## config.mk

```make
export PLATFORM = sky130hd
export DESIGN_NAME = cla_adder
export DESIGN_NICKNAME = d
export VERILOG_FILES = /design/src/rtl/cla_adder.sv
export SDC_FILE = /design/constraint.sdc
export NUM_CORES = 1
export LEC_CHECK = 0
export ABC_AREA = 0
export BUFFER_PORTS_ARGS = -buffer_cell sky130_fd_sc_hd__buf_2
export CAP_MARGIN = 20
export CORE_AREA = 2 2 39 41
export DETAILED_ROUTE_END_ITERATION = 12
export DIE_AREA = 0 0 41 43
export PLACE_DENSITY = 0.46
export SYNTH_ARGS = -nofsm -noshare
export SYNTH_HDL_FRONTEND = slang
export SYNTH_SLANG_ARGS = --single-unit
```

## constraint.sdc

```tcl
create_clock -name clk -period 0.85 [get_ports clk]
set_input_delay 0.0425 -clock clk [delete_from_list [all_inputs] [get_ports clk]]
set_output_delay 0.0425 -clock clk [all_outputs]
set_load 0.005 [all_outputs]
```

## src/rtl/cla_adder.sv

```systemverilog
// Registered two-level carry-lookahead adder: {cout,sum} = a + b + cin.
// Ports: clk, rst_n (async low), a/b [WIDTH], cin -> sum [WIDTH], cout (1-cycle).
module cla_adder #(
  parameter int WIDTH = 4,
  parameter int GROUP = 4
) (
  input  logic             clk,
  input  logic             rst_n,
  input  logic [WIDTH-1:0] a,
  input  logic [WIDTH-1:0] b,
  input  logic             cin,
  output logic [WIDTH-1:0] sum,
  output logic             cout
);

  localparam int NG = (GROUP > 0) ? WIDTH / GROUP : 1;

  generate
    if (WIDTH < 1 || GROUP < 1 || (WIDTH % GROUP) != 0) begin : g_bad_param
      $error("cla_adder: WIDTH must be a positive multiple of GROUP");
    end
  endgenerate

  logic [WIDTH-1:0] p;
  logic [WIDTH-1:0] g;
  logic [WIDTH-1:0] c;
  logic [NG-1:0]    pg;
  logic [NG-1:0]    gg;
  logic [NG-1:0]    gc;
  logic [WIDTH-1:0] sum_d;
  logic             cout_d;

  always_comb begin
    p = a ^ b;
    g = a & b;
  end

  // Group generate is a flat OR of g[m] qualified by all p above it.
  always_comb begin
    logic t;
    pg = '1;
    gg = '0;
    t  = 1'b0;
    for (int k = 0; k < NG; k++) begin
      for (int m = 0; m < GROUP; m++) begin
        pg[k] = pg[k] & p[k*GROUP+m];
        t = g[k*GROUP+m];
        for (int n = m + 1; n < GROUP; n++) begin
          t = t & p[k*GROUP+n];
        end
        gg[k] = gg[k] | t;
      end
    end
  end

  // Second level: each group carry-in is a flat SOP of pg/gg and cin.
  always_comb begin
    logic t;
    gc = '0;
    t  = 1'b0;
    for (int j = 0; j < NG; j++) begin
      t = cin;
      for (int n = 0; n < j; n++) begin
        t = t & pg[n];
      end
      gc[j] = t;
      for (int m = 0; m < j; m++) begin
        t = gg[m];
        for (int n = m + 1; n < j; n++) begin
          t = t & pg[n];
        end
        gc[j] = gc[j] | t;
      end
    end
  end

  // In-group carries built only from this group's g/p and its carry-in.
  always_comb begin
    logic t;
    c = '0;
    t = 1'b0;
    for (int k = 0; k < NG; k++) begin
      for (int j = 0; j < GROUP; j++) begin
        t = gc[k];
        for (int n = 0; n < j; n++) begin
          t = t & p[k*GROUP+n];
        end
        c[k*GROUP+j] = t;
        for (int m = 0; m < j; m++) begin
          t = g[k*GROUP+m];
          for (int n = m + 1; n < j; n++) begin
            t = t & p[k*GROUP+n];
          end
          c[k*GROUP+j] = c[k*GROUP+j] | t;
        end
      end
    end
  end

  always_comb begin
    sum_d  = p ^ c;
    cout_d = gg[NG-1] | (pg[NG-1] & gc[NG-1]);
  end

  always_ff @(posedge clk or negedge rst_n) begin
    if (!rst_n) begin
      sum  <= '0;
      cout <= 1'b0;
    end else begin
      sum  <= sum_d;
      cout <= cout_d;
    end
  end

endmodule

```

==> results of run 1 <==
[path summary, 6_finish.rpt]
check | from | endpoint | slack (ns) | depth (start not counted)
max in group asynchronous | rst_n | sum[0] | 0.58 | 2
max | a[0] | sum[3] | 0.02 | 6
min in group clk | cin | sum[0] | 0.14 | 2
min | rst_n | cout | 0.14 | 2
[layout make-up]
type                            instances  share of cell area
Multi-Input combinational cell         19               0.399
Sequential cell                         5               0.262
Timing Repair Buffer                   20               0.241
Clock buffer                            4              0.0551
Tap cell                               16              0.0420
[critical path: stages]
cell	delay, ns
buf_2	0.12
ha_4	0.25
ha_4	0.15
o211ai_1	0.15
nand2_1	0.09
xor2_1	0.15
[metal layers]
| layer | global-route usage | wire, µm | vias up | part of all wire |
|---|---|---|---|---|
| li1 | - | - | 133 | - |
| met1 | 0.0516 | 181 | 114 | 0.33 |
| met2 | 0.128 | 311 | 9 | 0.56 |
| met3 | 0.0157 | 50 | 2 | 0.090 |
| met4 | 0.120 | 12 | 0 | 0.022 |
| met5 | 0 | 0 | - | 0 |
[power by group through the flow]
stage | registers (mW) | clock network (mW) | logic, mW
5_1_grt | 0.294 | 0.287 | 0.246
3_3_place_gp | 0.291 | 0 | 0.214
2_1_floorplan | 0.301 | 0 | 0.0962
6_report | 0.288 | 0.264 | 0.218
4_1_cts | 0.289 | 0.281 | 0.222
3_5_place_dp | 0.293 | 0 | 0.218
[registers in the layout (all words and copies together) (netlist names)]
| signal | cells |
|---|---|
| cout | 1 |
| sum | 4 |
[synthesized netlist by cell type]
| cell | n |
|---|---|
| a21o_1 | 1 |
| a21oi_1 | 3 |
| xor2_1 | 2 |
| nand2_1 | 2 |
| fa_1 | 1 |
| xnor2_1 | 1 |
| ha_1 | 5 |
| o211ai_1 | 1 |
| dfrtp_1 | 5 |
| o21a_1 | 1 |
| nor2_2 | 1 |
| o21ai_0 | 1 |
[cell families after synthesis]
| kind of cell | after synthesis | share of synthesized area |
|---|---|---|
| compound gates | 7 | 0.147 |
| xor+xnor | 3 | 0.0905 |
| fa+ha+maj | 6 | 0.284 |
| flops | 5 | 0.431 |
| simple gates | 3 | 0.0474 |
[repair_timing]
| action | 4_1_cts | 5_1_grt |
|---|---|---|
| endpoints found under the setup margin | 0 | 2 |
| hold endpoints to repair | 5 | 0 |
| hold buffers | 1 | 0 |
==> key figures, run 1 <==
Synth
  • Mapped cell area: slightly below 300 µm²
  • Synth top area cells: dfrtp_1 43%, ha_1 22%, fa_1 6.9%, xor2_1 6.0%, a21oi_1 5.2%
  • Synth top area share: 0.431
  • Sequential element share of the synthesized area: 0.431
  • Unique masters post-synth: 12
  • Yosys top cell by area: dfrtp_1
  • Number of synthesized register bits: 5
  • Avg Cell Area, Syn: 12.1 µm²
  • Mapped Cells: 24
  • Synth Warn #: 0
  • Post-synth net total: 41

Clocking
  • Reg clk slew, reported paths: approximately 0.040 ns
  • Setup bufs post-CTS: 0
  • Total CTS buffers: 3
  • Bufs on Longest Clock Path: 2
  • Sink Count: 5
  • CTS tree: done
  • # H-tree levels: 1
  • Post-CTS sizing: 0
  • CTS root buf: clkbuf_4

Worst setup path
  • WS Path Type: in -> reg
  • CP arrival: 0.95 ns
  • Critical path startpoint category: input pin
  • CP Data Required Time: a little under 1 ns
  • Crit path max fanout: 2
  • CP Capture Type: register

Placed design
  • Port bufs: 15
  • GPL Wtd Cong: slightly below 0.7
  • Post-place instance area: 440 µm²
  • DP Worst Slack: -0.246 ns
  • HPWL Detailed: 498 µm
  • Placed Cells incl. Taps: approximately 60

Detailed routing
  • Post-route DRC violation count: 0
  • DR vias: 258
  • Per-cell routed wire length: about 8.7 µm
  • Detail Route Antenna Nets: 0
  • Detailed Route Iter0 Violations: 0
  • Initial DRT Pass Iterations: 1
  • DR vias/cell: 4.03
  • Detailed Route WL: 555 µm

Pwr
  • Clock group share of total power: 0.343
  • Sw frac: 0.249
  • P_leak: 0.238 nW
  • Combinational Power Share: 0.283
  • Peak VDD IR: about 0.32 mV
  • Switching power total: ~0.19 mW
  • Pint: a little under 0.6 mW
  • Reg power frac: 0.374
  • Pwr per Cell Area: between 1500 and 2000 nW/µm²
  • Total chip power: 0.770 mW

Timing
  • Least-Margin Pin Slew: around 0.14 ns
  • Slew headroom: 0.904
  • Crit path time final: 0.831 ns
  • Fin crit share: 0.978
  • RSZ-0062 raised after global routing: no
  • Fin Setup TNS: 0 ns
  • Count of final setup violators: 0
  • Fin. max-slew vios: 0
  • Final hold slack: approximately 0.14 ns
  • Fin. Hold Viols: 0
  • Fmax achieved: approximately 1200 MHz
  • Fin worst setup slack: around 0.019 ns

Cells and area
  • Post-route cell area: ~480 µm²
  • Fillers: around 150
  • ANT cells: 0
  • Final design utilization: 0.344
  • Share of cells above drive strength 1: 0.521
  • Most frequent cells in the layout: 15 x buf_2, 5 x dfrtp_1, 4 x buf_4
  • Area Growth Syn to Fin: 64.2%
  • Multi-input gate area: roughly 190 µm²
  • Nets: 66
  • Most common cell after layout, fill and taps aside: buf_2
  • FF+latch area: 125 µm²
  • Final std cells w/o fill: between 60 and 70

Floorplanning
  • Chip width: between 40 and 50 µm
  • Initial Util: 0.210
  • Die area: ~1800 µm²
  • Die height: 43 µm
  • I/O pin total: 16
  • Core area: 1380 µm²
  • Row count: 14

Job
  • Max-Cap Viols: 0

Global route
  • Antenna violations before repair: 0
  • Total Routing Usage GR: 0.0784
  • Global-route wire length before repair: approximately 840 µm
  • GR Overflow Total: 0
  • Largest net degree at the start of global routing: 6
  • Vias in the first global route: 257

Worst hold path
  • Worst hold path type: in -> async

Run status
  • Status: completed
Note: power is estimated with default switching activity, not from simulation.
==> run 2: changes to the inputs <==
- CTS_BUF_LIST: not set -> sky130_fd_sc_hd__clkbuf_8
==> key figures, run 2 (same netlist as run 1, synthesis figures left out) <==
Timing
  • RSZ-0062 raised after global routing: yes
  • Fin. Hold Viols: 0 (unchanged)
  • Least-Margin Pin Slew: 0.144 ns (+0.00198 ns)
  • Crit path time final: 0.824 ns (-0.00788 ns)
  • Fin. max-slew vios: 0 (unchanged)
  • Fin crit share: 0.969 (-0.00928)
  • Final hold slack: 0.164 ns (+0.0261 ns)
  • Count of final setup violators: 0 (unchanged)
  • Fmax achieved: 1210 MHz (+0.96%)
  • Slew headroom: 0.903 (-0.00133)

Pwr
  • P_leak: 0.260 nW (+9.4%)
  • Combinational Power Share: 0.246 (-0.037)
  • Sw frac: 0.226 (-0.0230)
  • Pint: 0.723 mW (+25%)
  • Pwr per Cell Area: 1800 nW/µm² (+11%)
  • Switching power total: 0.211 mW (+10%)
  • Reg power frac: 0.309 (-0.065)
  • Clock group share of total power: 0.445 (+0.102)
  • Peak VDD IR: 0.473 mV (+46%)

Worst setup path
  • Critical path startpoint category: input pin
  • Critical Path Start: b[0]
  • WS Path Type: in -> reg
  • Most used cell, CP: ha_4
  • CP Cell Sequence: buf_8 > ha_4 > ha_4 > o211ai_1 > nand2_1 > xor2_1
  • Delay-heaviest family, CP: adder cells
  • Worst Path Buf+Inv: 1 (unchanged)
  • Crit path max fanout: 2 (unchanged)
  • CP arrival: 0.92 ns (-0.03 ns)
  • Crit path depth: 6 (unchanged)
  • CP max-delay cell: ha_4
  • CP Capture Type: register
  • CP endpoint: sum[3]
  • CP Data Required Time: 0.95 ns (-0.02 ns)
  • Worst path max stage delay: 0.24 ns (about the same)

Floorplanning
  • Die area: 1760 µm² (unchanged)
  • Chip width: 41 µm (unchanged)
  • Initial Util: 0.210 (unchanged)
  • Row count: 14 (unchanged)
  • Core area: 1380 µm² (unchanged)
  • Die height: 43 µm (unchanged)
  • I/O pin total: 16 (unchanged)

Clocking
  • Sink Count: 5 (unchanged)
  • CTS root buf: clkbuf_8
  • # H-tree levels: 1 (unchanged)
  • Reg clk slew, reported paths: 0.03 ns (about the same)
  • Total CTS buffers: 3 (unchanged)
  • CTS tree: done
  • Bufs on Longest Clock Path: 2 (unchanged)

Detailed routing
  • DR vias: 257 (-0.39%)
  • Detailed Route Iter0 Violations: 4 (+4)
  • Detailed Route WL: 551 µm (-0.72%)
  • Per-cell routed wire length: 8.48 µm (-2.2%)
  • Initial DRT Pass Iterations: 4 (+3)
  • Detail Route Antenna Nets: 0 (unchanged)
  • Post-route DRC violation count: 0 (unchanged)
  • DR vias/cell: 3.95 (-1.9%)

Cells and area
  • Max reg flops: 4 (unchanged)
  • Top reg by flops: sum
  • Fillers: 147 (-1.3%)
  • Area Growth Syn to Fin: 78.9%
  • ANT cells: 0 (unchanged)
  • Share of cells above drive strength 1: 0.531 (+0.00978)
  • Most common cell after layout, fill and taps aside: buf_2
  • Largest registers: sum x4, cout x1
  • Final design utilization: 0.375 (+0.0307)
  • Most frequent cells in the layout: 13 x buf_2, 5 x dfrtp_1, 5 x buf_4
  • Nets: 67 (+1.5%)

Global route
  • GR Overflow Total: 0 (unchanged)
  • Vias in the first global route: 254 (-1.2%)
  • Largest net degree at the start of global routing: 6 (unchanged)
  • Total Routing Usage GR: 0.0774 (-0.00101)
  • Global-route wire length before repair: 841 µm (unchanged)
  • Antenna violations before repair: 0 (unchanged)

Placed design
  • HPWL Detailed: 498 µm (unchanged)
  • GPL Wtd Cong: 0.684 (unchanged)
  • Port bufs: 15 (unchanged)

Job
  • Max-Cap Viols: 0 (unchanged)

Worst hold path
  • Worst hold path type: in -> async

Run status
  • Status: completed
run 2: changes by cell type in the layout (fill, tap and decap cells not counted):
cell      delta
buf_2        -2
clkbuf_4     -3
clkbuf_8     +3
buf_6        +1
buf_8        +1
clkbuf_1     -1
inv_1        +1
buf_4        +1
run 2: worst min path at each step:
| stage | startpoint | to | slack [ns] |
|---|---|---|---|
| after floorplan | rst_n | cout | -0.25 |
| after global placement | rst_n | sum[1] | -0.15 |
| after detailed placement | rst_n | sum[0] | -0.14 |
| after CTS | rst_n | sum[1] | 0.16 |
| after global routing | rst_n | cout | 0.18 |
| final | rst_n | sum[1] | 0.16 |
run 2: power by group through the flow:
stage	logic (mW)	clock network (mW)	registers, mW
2_1_floorplan	0.0962	0	0.301
3_3_place_gp	0.214	0	0.291
3_5_place_dp	0.218	0	0.293
4_1_cts	0.221	0.431	0.290
5_1_grt	0.258	0.447	0.294
6_report	0.230	0.416	0.288
run 2: repair_timing:
item,4_1_cts,5_1_grt
endpoints found under the setup margin,2,2
cloned,0,0
pin swaps,4,4
buffers inserted,0,1
endpoints found under the hold margin,5,0
resized for setup,0,5
hold buffers,1,0
run 2: layout make-up:
cell class              instances  area, µm²  area share
flip-flops and latches          5        125       0.241
repair buffers                 21        139       0.267
well taps                      16       20.0      0.0386
clock buffers                   3       41.3      0.0795
clock inverters                 1       3.75     0.00723
multi-input cells              19        190       0.366
run 2: metal layers:
layer / vias up / wire length, µm / GRT usage
met4: 0 / 0 / 0.100
met1: 115 / 184 / 0.0516
met2: 9 / 314 / 0.125
met5: - / 0 / 0
li1: 133 / - / -
met3: 0 / 52 / 0.0314
run 2: metrics by stage:
stage / TNS (ns) / setup WS, ns / power, mW / instances / area, µm²
2_1_floorplan: -0.104 / -0.0583 / 0.397 / 24 / 315
3_3_place_gp: -0.735 / -0.223 / 0.505 / 59 / 440
3_5_place_dp: -0.786 / -0.246 / 0.511 / 59 / 440
4_1_cts: 0 / 0.00275 / 0.942 / 64 / 495
5_1_grt: -0.00562 / -0.00562 / 0.999 / 65 / 519
6_report: 0 / 0.0265 / 0.934 / 65 / 519
==> run 3: changes to the inputs <==
- BUFFER_PORTS_ARGS: -buffer_cell sky130_fd_sc_hd__buf_2 -> -buffer_cell sky130_fd_sc_hd__buf_4
- CTS_CLUSTER_SIZE: not set -> 40
==> key figures, run 3 (same netlist as run 1, synthesis figures left out) <==
Pwr
  • Sw frac: 0.221 (-0.00488)
  • Peak VDD IR: 0.470 mV (-0.61%)
  • Clock group share of total power: 0.437 (-0.008)
  • Switching power total: 0.211 mW (+0.12%)
  • Pwr per Cell Area: 1780 nW/µm² (-1.0%)
  • Reg power frac: 0.304 (-0.005)
  • Combinational Power Share: 0.259 (+0.013)
  • Pint: 0.745 mW (+3.0%)
  • P_leak: 0.262 nW (+0.58%)

Clocking
  • # H-tree levels: 1 (unchanged)
  • Bufs on Longest Clock Path: 2 (unchanged)
  • Reg clk slew, reported paths: 0.03 ns (about the same)
  • Sink Count: 5 (unchanged)
  • Total CTS buffers: 3 (unchanged)
  • Setup bufs post-CTS: 0 (unchanged)
  • CTS tree: done
  • CTS root buf: clkbuf_8

Global route
  • Total Routing Usage GR: 0.0826 (+0.00519)
  • GR Overflow Total: 0 (unchanged)
  • Vias in the first global route: 255 (+0.39%)
  • Global-route wire length before repair: 924 µm (+9.9%)
  • Largest net degree at the start of global routing: 6 (unchanged)
  • Antenna violations before repair: 0 (unchanged)

Timing
  • Slew headroom: 0.879 (-0.0239)
  • Fin. Hold Viols: 0 (unchanged)
  • Final hold slack: 0.129 ns (-0.0356 ns)
  • Fin. max-slew vios: 0 (unchanged)
  • Crit path time final: 0.821 ns (-0.00239 ns)
  • Fin crit share: 0.966 (-0.00281)
  • Count of final setup violators: 0 (unchanged)
  • Fmax achieved: 1220 MHz (+0.29%)
  • Least-Margin Pin Slew: 0.179 ns (+0.0354 ns)
  • Fin Setup TNS: 0 ns (unchanged)
  • RSZ-0062 raised after global routing: yes

Worst setup path
  • CP Capture Type: register
  • CP Data Required Time: 0.95 ns (about the same)
  • CP Cell Sequence: buf_8 > ha_4 > ha_4 > o211ai_1 > nand2_1 > xor2_1
  • Most used cell, CP: ha_4
  • Crit path max fanout: 2 (unchanged)
  • Critical path startpoint category: input pin
  • Worst path max stage delay: 0.24 ns (about the same)
  • CP arrival: 0.92 ns (about the same)
  • WS Path Type: in -> reg
  • CP max-delay cell: ha_4

Cells and area
  • Max reg flops: 4 (unchanged)
  • Area Growth Syn to Fin: 84.9%
  • Most common cell after layout, fill and taps aside: buf_4
  • Nets: 65 (-3.0%)
  • Share of cells above drive strength 1: 0.511 (-0.0200)
  • Top reg by flops: sum
  • Largest registers: sum x4, cout x1
  • Final std cells w/o fill: 63 (-3.1%)
  • Most frequent cells in the layout: 16 x buf_4, 5 x dfrtp_1, 3 x a21oi_1, 3 x ha_1, 3 x clkbuf_8
  • ANT cells: 0 (unchanged)

Worst hold path
  • Worst hold path type: in -> reg

Detailed routing
  • Per-cell routed wire length: 9.03 µm (+6.5%)
  • Post-route DRC violation count: 0 (unchanged)
  • Initial DRT Pass Iterations: 1 (-3)
  • DR vias: 241 (-6.2%)
  • Detailed Route Iter0 Violations: 0 (-4)
  • Detail Route Antenna Nets: 0 (unchanged)
  • Detailed Route WL: 569 µm (+3.3%)
  • DR vias/cell: 3.83 (-3.2%)

Floorplanning
  • Initial Util: 0.210 (unchanged)
  • Core area: 1380 µm² (unchanged)
  • I/O pin total: 16 (unchanged)
  • Die area: 1760 µm² (unchanged)
  • Die height: 43 µm (unchanged)
  • Chip width: 41 µm (unchanged)
  • Row count: 14 (unchanged)

Placed design
  • Placed Cells incl. Taps: 58 (-1.7%)
  • HPWL Detailed: 498 µm (about the same)
  • GPL Wtd Cong: 0.651 (-4.7%)
  • Port bufs: 15 (unchanged)

Job
  • Max-Cap Viols: 0 (unchanged)

Run status
  • Status: completed
-- run 3: changes by cell type in the layout (fill, tap and decap cells not counted), sizes merged --
cell  change
buf       -2
-- run 3: cell type report --
class / count / area (µm²)
Clock inverter: 1 / 3.75
Clock buffer: 3 / 41.3
Timing Repair Buffer: 19 / 156
Tap cell: 16 / 20.0
Multi-Input combinational cell: 19 / 190
Sequential cell: 5 / 125
Fill cell: 144 / 847
-- run 3: power by group through the flow --
stage / Sequential [mW] / Combinational [mW] / Clock, mW
4_1_cts: 0.291 / 0.250 / 0.436
5_1_grt: 0.293 / 0.280 / 0.434
6_report: 0.290 / 0.247 / 0.418
3_5_place_dp: 0.294 / 0.246 / 0
3_3_place_gp: 0.294 / 0.241 / 0
2_1_floorplan: 0.301 / 0.0962 / 0
-- run 3: worst paths after layout --
kind | startpoint | endpoint | slack, ns | cells after the start
min in group asynchronous | rst_n | sum[2] | 0.16 | 2
max in group asynchronous | rst_n | sum[0] | 0.58 | 2
setup / recovery | b[0] | sum[3] | 0.03 | 6
hold / removal | cin | sum[0] | 0.13 | 2
-- run 3: critical path: cells and delay by family --
family | cells | cell delay, ns
AO/OA/AOI/OAI | 1 | 0.16
AND/OR/NAND/NOR | 1 | 0.09
adder cells (fa/ha/maj) | 2 | 0.39
buffers and inverters | 1 | 0.10
XOR/XNOR | 1 | 0.14
-- run 3: metal layers --
layer	wire, µm	vias up	track usage
li1	-	129	-
met1	203	103	0.0682
met2	314	9	0.134
met3	51	0	0.0157
met4	0	0	0.100
met5	0	-	0
-- run 3: metrics by stage --
| stage | utilization | cell area [µm²] | setup slack [ns] | total power, mW |
|---|---|---|---|---|
| floorplan | - | 315 | -0.0583 | 0.397 |
| global placement | 0.340 | 470 | -0.234 | 0.534 |
| detailed placement | 0.340 | 470 | -0.242 | 0.539 |
| CTS | 0.380 | 526 | 0.00343 | 0.976 |
| global route | 0.388 | 537 | -0.0319 | 1.01 |
| finish | 0.388 | 537 | 0.0289 | 0.956 |
-- run 3: timing repair --
action,in CTS,in global routing
resized for setup,0,3
setup endpoints to repair,1,2
hold endpoints to repair,5,0
hold buffers,1,0
pin swaps,2,5
